--- src/rtl/beat_pkg.sv ---
// Shared definitions for the beat/BPM estimator: FSM state encoding,
// tempo-derived tick limits and the fixed onset-to-estimate divider latency.
package beat_pkg;

  typedef enum logic [1:0] {
    S_IDLE,
    S_ARM,
    S_LOW,
    S_HIGH
  } state_t;

  localparam int DIV_LATENCY = 16;

  function automatic int calc_min_ticks(input int ticks_per_min, input int max_bpm);
    return ticks_per_min / max_bpm;
  endfunction

  function automatic int calc_max_ticks(input int ticks_per_min, input int min_bpm);
    return ticks_per_min / min_bpm;
  endfunction

endpackage

--- src/rtl/bpm_divider.sv ---
// Restoring unsigned divider: one quotient bit per cycle, fixed NUM_W iterations
// after the load cycle. A start while busy is ignored; divide-by-0 yields all-ones.
module bpm_divider #(
  parameter int NUM_W = 14,
  parameter int DEN_W = 9
) (
  input  logic             clk,
  input  logic             reset,
  input  logic             start,
  input  logic [NUM_W-1:0] num,
  input  logic [DEN_W-1:0] den,
  output logic             busy,
  output logic             done,
  output logic [NUM_W-1:0] quot
);

  localparam int CW = $clog2(NUM_W + 1);

  logic             busy_q, busy_d;
  logic             done_q, done_d;
  logic [CW-1:0]    cnt_q, cnt_d;
  logic [NUM_W-1:0] quot_q, quot_d;
  logic [DEN_W-1:0] rem_q, rem_d;
  logic [DEN_W-1:0] den_q, den_d;
  logic [DEN_W:0]   shifted;
  logic [DEN_W:0]   trial;

  always_comb begin
    busy_d  = busy_q;
    done_d  = 1'b0;
    cnt_d   = cnt_q;
    quot_d  = quot_q;
    rem_d   = rem_q;
    den_d   = den_q;
    shifted = {rem_q, quot_q[NUM_W-1]};
    trial   = shifted - {1'b0, den_q};
    if (!busy_q) begin
      if (start) begin
        busy_d = 1'b1;
        cnt_d  = CW'(NUM_W);
        quot_d = num;
        rem_d  = '0;
        den_d  = den;
      end
    end else begin
      // The quotient register doubles as the dividend shift register.
      if (shifted >= {1'b0, den_q}) begin
        rem_d  = trial[DEN_W-1:0];
        quot_d = {quot_q[NUM_W-2:0], 1'b1};
      end else begin
        rem_d  = shifted[DEN_W-1:0];
        quot_d = {quot_q[NUM_W-2:0], 1'b0};
      end
      cnt_d = cnt_q - CW'(1);
      if (cnt_q == CW'(1)) begin
        busy_d = 1'b0;
        done_d = 1'b1;
      end
    end
  end

  always_ff @(posedge clk or negedge reset) begin
    if (!reset) begin
      busy_q <= 1'b0;
      done_q <= 1'b0;
      cnt_q  <= '0;
      quot_q <= '0;
      rem_q  <= '0;
      den_q  <= '0;
    end else begin
      busy_q <= busy_d;
      done_q <= done_d;
      cnt_q  <= cnt_d;
      quot_q <= quot_d;
      rem_q  <= rem_d;
      den_q  <= den_d;
    end
  end

  assign busy = busy_q;
  assign done = done_q;
  assign quot = quot_q;

endmodule

--- src/rtl/beat_bpm_estimator.sv ---
// Beat onset detector with hysteresis/refractory window and interval-to-BPM conversion.
// Optional BEAT_BPM_SMOOTH_EN blends each new quotient into the running estimate.
module beat_bpm_estimator
  import beat_pkg::*;
#(
  parameter int BITS          = 8,
  parameter int MIN_BPM       = 40,
  parameter int MAX_BPM       = 200,
  parameter int TICK_DIV      = 200_000,
  parameter int TICKS_PER_MIN = 15000,
  parameter int THRESH_HI     = 128,
  parameter int THRESH_LO     = 96
) (
  input  logic                         clk,
  input  logic                         reset,
  input  logic [BITS-1:0]              mag_in,
  input  logic                         mag_valid,
  output logic                         mag_ready,
  output logic [$clog2(MAX_BPM+1)-1:0] BPM_estimate,
  output logic                         bpm_valid,
  output logic [BITS-1:0]              pulse_amplitude,
  output logic                         beat_pulse,
  output logic                         bpm_update
);

  localparam int BW        = $clog2(MAX_BPM + 1);
  localparam int TW        = (TICK_DIV > 1) ? $clog2(TICK_DIV) : 1;
  localparam int IW        = 10;
  localparam int DEN_W     = 9;
  // Start register + load cycle + one cycle per quotient bit.
  localparam int NUM_W     = DIV_LATENCY - 2;
  localparam int MIN_TICKS = calc_min_ticks(TICKS_PER_MIN, MAX_BPM);
  localparam int MAX_TICKS = calc_max_ticks(TICKS_PER_MIN, MIN_BPM);

  localparam logic [TW-1:0]    TICK_LAST = TW'(TICK_DIV - 1);
  localparam logic [IW-1:0]    MIN_T     = IW'(MIN_TICKS);
  localparam logic [IW-1:0]    SAT_T     = IW'(MAX_TICKS + 1);
  localparam logic [BITS-1:0]  HI        = BITS'(THRESH_HI);
  localparam logic [BITS-1:0]  LO        = BITS'(THRESH_LO);
  localparam logic [NUM_W-1:0] MIN_Q     = NUM_W'(MIN_BPM);
  localparam logic [NUM_W-1:0] MAX_Q     = NUM_W'(MAX_BPM);

  function automatic logic [BW-1:0] clamp_bpm(input logic [NUM_W-1:0] v);
    if (v < MIN_Q) return BW'(MIN_BPM);
    if (v > MAX_Q) return BW'(MAX_BPM);
    return v[BW-1:0];
  endfunction

  state_t            state_q, state_d;
  logic [TW-1:0]     tick_cnt_q, tick_cnt_d;
  logic [IW-1:0]     interval_cnt_q, interval_cnt_d;
  logic [BITS-1:0]   peak_q, peak_d;
  logic [BITS-1:0]   pulse_amp_q, pulse_amp_d;
  logic              beat_pulse_q, beat_pulse_d;
  logic              div_start_q, div_start_d;
  logic [DEN_W-1:0]  div_den_q, div_den_d;
  logic [BW-1:0]     bpm_q, bpm_d;
  logic              bpm_valid_q, bpm_valid_d;
  logic              bpm_update_q, bpm_update_d;
  logic              mag_ready_q;
  logic              tick;
  logic              timeout;
  logic              div_busy, div_done;
  logic [NUM_W-1:0]  div_quot;

`ifdef BEAT_BPM_SMOOTH_EN
  logic              sm_go_q, sm_go_d;
  logic [BW-1:0]     sm_val_q, sm_val_d;
  logic [BW+1:0]     blend_sum;
`endif

  bpm_divider #(
    .NUM_W (NUM_W),
    .DEN_W (DEN_W)
  ) u_div (
    .clk   (clk),
    .reset (reset),
    .start (div_start_q && !div_busy),
    .num   (NUM_W'(TICKS_PER_MIN)),
    .den   (div_den_q),
    .busy  (div_busy),
    .done  (div_done),
    .quot  (div_quot)
  );

  always_comb begin
    tick           = (tick_cnt_q == TICK_LAST);
    tick_cnt_d     = tick ? '0 : tick_cnt_q + TW'(1);
    interval_cnt_d = interval_cnt_q;
    if (tick && interval_cnt_q != SAT_T) interval_cnt_d = interval_cnt_q + IW'(1);
    state_d      = state_q;
    peak_d       = peak_q;
    pulse_amp_d  = pulse_amp_q;
    beat_pulse_d = 1'b0;
    div_start_d  = 1'b0;
    div_den_d    = div_den_q;
    bpm_d        = bpm_q;
    bpm_valid_d  = bpm_valid_q;
    bpm_update_d = 1'b0;
    timeout      = (state_q == S_LOW || state_q == S_HIGH) && interval_cnt_q == SAT_T;

    if (timeout) begin
      state_d     = S_IDLE;
      bpm_valid_d = 1'b0;
    end else if (mag_valid) begin
      unique case (state_q)
        S_IDLE: if (mag_in < LO) state_d = S_ARM;
        S_ARM: begin
          if (mag_in >= HI) begin
            beat_pulse_d   = 1'b1;
            interval_cnt_d = '0;
            peak_d         = mag_in;
            state_d        = S_HIGH;
          end
        end
        S_LOW: begin
          // Onsets inside the refractory window are dropped; the interval keeps running.
          if (mag_in >= HI && interval_cnt_q >= MIN_T) begin
            beat_pulse_d   = 1'b1;
            div_den_d      = interval_cnt_q[DEN_W-1:0];
            div_start_d    = 1'b1;
            interval_cnt_d = '0;
            peak_d         = mag_in;
            state_d        = S_HIGH;
          end
        end
        S_HIGH: begin
          if (mag_in > peak_q) peak_d = mag_in;
          if (mag_in < LO) begin
            pulse_amp_d = peak_d;
            state_d     = S_LOW;
          end
        end
        default: state_d = S_IDLE;
      endcase
    end

`ifdef BEAT_BPM_SMOOTH_EN
    sm_go_d   = div_done;
    sm_val_d  = div_done ? clamp_bpm(div_quot) : sm_val_q;
    blend_sum = {2'b00, bpm_q} + {1'b0, bpm_q, 1'b0} + {2'b00, sm_val_q};
    if (sm_go_q) begin
      bpm_d        = bpm_valid_q ? clamp_bpm(NUM_W'(blend_sum[BW+1:2])) : sm_val_q;
      bpm_valid_d  = 1'b1;
      bpm_update_d = 1'b1;
    end
`else
    if (div_done) begin
      bpm_d        = clamp_bpm(div_quot);
      bpm_valid_d  = 1'b1;
      bpm_update_d = 1'b1;
    end
`endif
  end

  always_ff @(posedge clk or negedge reset) begin
    if (!reset) begin
      state_q        <= S_IDLE;
      tick_cnt_q     <= '0;
      interval_cnt_q <= '0;
      peak_q         <= '0;
      pulse_amp_q    <= '0;
      beat_pulse_q   <= 1'b0;
      div_start_q    <= 1'b0;
      div_den_q      <= '0;
      bpm_q          <= '0;
      bpm_valid_q    <= 1'b0;
      bpm_update_q   <= 1'b0;
      mag_ready_q    <= 1'b0;
    end else begin
      state_q        <= state_d;
      tick_cnt_q     <= tick_cnt_d;
      interval_cnt_q <= interval_cnt_d;
      peak_q         <= peak_d;
      pulse_amp_q    <= pulse_amp_d;
      beat_pulse_q   <= beat_pulse_d;
      div_start_q    <= div_start_d;
      div_den_q      <= div_den_d;
      bpm_q          <= bpm_d;
      bpm_valid_q    <= bpm_valid_d;
      bpm_update_q   <= bpm_update_d;
      mag_ready_q    <= 1'b1;
    end
  end

`ifdef BEAT_BPM_SMOOTH_EN
  always_ff @(posedge clk or negedge reset) begin
    if (!reset) begin
      sm_go_q  <= 1'b0;
      sm_val_q <= '0;
    end else begin
      sm_go_q  <= sm_go_d;
      sm_val_q <= sm_val_d;
    end
  end
`endif

  assign mag_ready       = mag_ready_q;
  assign BPM_estimate    = bpm_q;
  assign bpm_valid       = bpm_valid_q;
  assign pulse_amplitude = pulse_amp_q;
  assign beat_pulse      = beat_pulse_q;
  assign bpm_update      = bpm_update_q;

endmodule

--- config.mk ---
export PLATFORM = sky130hd
export DESIGN_NAME = beat_bpm_estimator
export DESIGN_NICKNAME = d
export VERILOG_FILES = /design/src/rtl/beat_pkg.sv /design/src/rtl/bpm_divider.sv /design/src/rtl/beat_bpm_estimator.sv
export SDC_FILE = /design/constraint.sdc
export NUM_CORES = 1
export LEC_CHECK = 0
export BUFFER_PORTS_ARGS = -buffer_cell sky130_fd_sc_hd__buf_2
export CAP_MARGIN = 25
export CORE_MARGIN = 1
export CORE_UTILIZATION = 55
export DETAILED_ROUTE_END_ITERATION = 16
export GPL_TIMING_DRIVEN = 0
export HOLD_SLACK_MARGIN = 0.08
export MAX_ROUTING_LAYER = met4
export PLACE_DENSITY = 0.74
export SLEW_MARGIN = 15
export SYNTH_ARGS = -nofsm -noshare
export SYNTH_HDL_FRONTEND = slang
export SYNTH_SLANG_ARGS = --single-unit
--- constraint.sdc ---
create_clock -name clk -period 3.54 [get_ports clk]
set_input_delay 0.708 -clock clk [delete_from_list [all_inputs] [get_ports clk]]
set_output_delay 0.708 -clock clk [all_outputs]
set_load 0.05 [all_outputs]
==> impl_metrics.toml <==
[layout]
drive_gt1_share_pct = 13.4
final_cell_count_no_fill = 696
nNetsFinal = 602
postLayoutCoreUtil_pct = 62.7
n_antenna_cell = 0
design_area_sq_mm = 0.00582
nFillCells = 781
area_growth_pct = 10.2

[routing]
firstDrtPassIters = 4
dr.max_layer_used = "met4"
wl_met1_microns = 4900
dr_wl_met3_microns = 273
route.detailed.drc = 0
via_count = 3823
ant_nets = 0
wirelength_microns = 9900
viasPerCell = 5.49
met2WireLength_microns = 4580
drt-initial-drc-count = 200
wl_per_cell_microns = 14.2

[hold_path]
hp-class = "in2async"

[pwr]
p_leak_nw = 2.71
ir_drop_v = 0.000338
power_mw = 4.50
power_density_mw_per_mm2 = 774

[clocking]
clk_latency_ns = 0.38
htreeDepth = 3
path_clk_slew_ns = 0.12
cts_resized = 0
cts.sinks = 106
clock_path_buffers = 2
cts_tree = "built"
cts_buffers = 9
root_buffer = "clkbuf_8"
ctsHoldBuffers = 0
cts_setup_buffers = 0

[die]
rows = 35
die_y_microns = 99.9
die_w_microns = 99.9
dieArea_sq_mm = 0.00999
initial_core_util_pct = 56.8
coreArea_sq_mm = 0.00928
io_pins = 31

[sta]
rsz0062_at_grt = "no"
finalSetupTns_ns = 0
skew_ns = 0.0138
finalHoldViolCount = 0
fmax_ghz = 0.361
fin_crit_sh_pct = 78.3
tightest_slew_ns = 0.806
setup_viol = 0
whs_ns = 0.252
relSlewSlack_pct = 45.8
final.min_clock_period_ns = 2.77
final-max-slew-violation-count = 0
timing.final.ws_setup_ns = 0.767

[placement]
placed_cell_area_sq_mm = 0.00562
dp.cells = 680
place_congestion = 0.921
hpwlAfterDp_microns = 7180
place.port_buffers = 30
dp_slack_ns = 0.602

[grt]
grt_pass1_vias = 3731
grt_max_degree = 60
grt_overflow_total = 0
track_usage_pct = 22.4
antenna_found_initial = 0
grt_pass1_wl_microns = 17300

[logic_synthesis]
synth_edf_count = 0
postSynthCellCount = 520
synthMuxAreaShare_pct = 5.95
synth_cell_type_count = 54
ys_async_sr_fraction_pct = 100
syn_area_per_cell_sq_um = 10.1
synth_warnings = 0
synth_xor_xnor_area_share_pct = 4.81
yosys.area_share.simple_pct = 16.4
ys_ff_latch = 106
yosys.area_share.adder_pct = 7.21
synth_compound_area_share_pct = 11.5
syn-cell-area_sq_mm = 0.00528
synth_top_family_by_area = "simple AND/OR/NAND/NOR gates"
ys.flop_type = "dfrtp_1"
yosysSeqAreaShare_pct = 50.3
synth_fp_nets = 560

[critical_path]
end_kind = "register"
cp.arrival_ns = 3.02
cp_max_fo = 10
crit_type = "reg2reg"
r2r_cells = 10
critPathRequiredTime_ns = 3.79
cp-start-kind = "register"

[outcome]
status = "completed"

[run]
maxCapViolations = 0
==> final timing paths <==
path / start / end / slack (ns)
setup / recovery: u_div.quot[13] / u_div.rem_q[6] / 0.77
hold / removal: reset / u_div.rem_q[8] / 0.25
setup reg to reg: u_div.quot[13] / u_div.rem_q[6] / 0.77
hold reg to reg: u_div.done / bpm_update / 0.47
max in group asynchronous: reset / peak_q[7] / 2.66
min in group clk: u_div.done / bpm_update / 0.47
==> cell usage after synthesis, drive strengths merged, types with 3 or more instances <==
library cell / instances / area (sq um)
dfrtp: 106 / 2650
nor2: 56 / 210
nand2: 54 / 203
o21ai: 45 / 225
inv: 33 / 124
ha: 28 / 350
mux2: 19 / 214
xor2: 18 / 158
nand3: 17 / 103
a21oi: 13 / 65.1
nand4: 13 / 81.3
clkbuf: 12 / 45.0
nor3: 12 / 60.1
xnor2: 11 / 96.3
mux2i: 10 / 100
and3: 5 / 31.3
nor2b: 5 / 31.3
a32oi: 4 / 35.0
buf: 4 / 28.8
o311ai: 4 / 35.0
o31ai: 4 / 30.0
a2111oi: 3 / 45.1
a21o: 3 / 22.5
nand2b: 3 / 18.8
nor4bb: 3 / 30.0
==> critical path, cell delays in order, from the launching register on <==
cell and delay, ns:
dfrtp_1 0.39, inv_1 0.08, ha_1 0.23, fa_1 0.40, nor2b_1 0.20, o31a_1 0.24, o221ai_1 0.20, o2bb2ai_1 0.32
buf_2 0.27, a32oi_1 0.19, o21ai_0 0.11
==> cell families (layout without fill, tap and decap cells) <==
| logic type | count (synthesis) | after routing |
|---|---|---|
| buffers and inverters | 49 | 96 |
| AO/OA/AOI/OAI | 95 | 95 |
| XOR/XNOR | 29 | 29 |
| other | 1 | 1 |
| flip-flops | 106 | 106 |
| AND/OR/NAND/NOR | 181 | 181 |
| adder cells (fa/ha/maj) | 30 | 30 |
| multiplexers | 29 | 29 |
==> layout by cell type, fill, tap and decap left out, types with 3 or more instances in the layout <==
cell        n
clkbuf_1   12
and3_1      5
nand2b_1    3
nor2_1     56
inv_1      33
nand3_1    15
a32oi_1     4
clkbuf_8    9
dfrtp_1   106
a21oi_1    13
nor2b_1     5
xnor2_1    11
nand4_1    13
xor2_1     18
nor3_1     12
mux2i_1    10
mux2_2     19
ha_1       28
o21ai_0    45
buf_2      31
a21o_1      3
o311ai_0    4
o31ai_1     4
nand2_1    54
nor4bb_1    3
==> metal layers <==
metal	GRT usage, %	vias to the layer above
li1	-	1892
met5	-	-
met4	7.81	0
met1	29.3	1865
met2	35.8	54
met3	3.55	12
==> cell type report <==
type                       instances  area [sq um]  area share [%]
clock buffer                       9           124            2.13
buffer                            16          73.8            1.27
timing repair buffer              31           184            3.16
sequential                       106          2650            45.6
clock inverter                     7          71.3            1.23
inverter                          33           124            2.13
tap                              129           161            2.77
multi-input combinational        365          2430            41.7
==> registers in the layout, indices dropped and copies added (netlist names) <==
name,flops
beat_pulse,1
div_start_q,1
pulse_amplitude,8
state_q,2
bpm_valid,1
u_div.busy,1
u_div.done,1
div_den_q,9
u_div.rem_q,9
BPM_estimate,8
u_div.cnt_q,4
mag_ready,1
u_div.den_q,9
u_div.quot,14
interval_cnt_q,10
tick_cnt_q,18
bpm_update,1
peak_q,8
==> where the power goes <==
part           switching, mW  internal, mW
sequential             0.238          1.54
clock                  0.457         0.277
combinational           1.24         0.753
(Power assumes the default switching activity.)
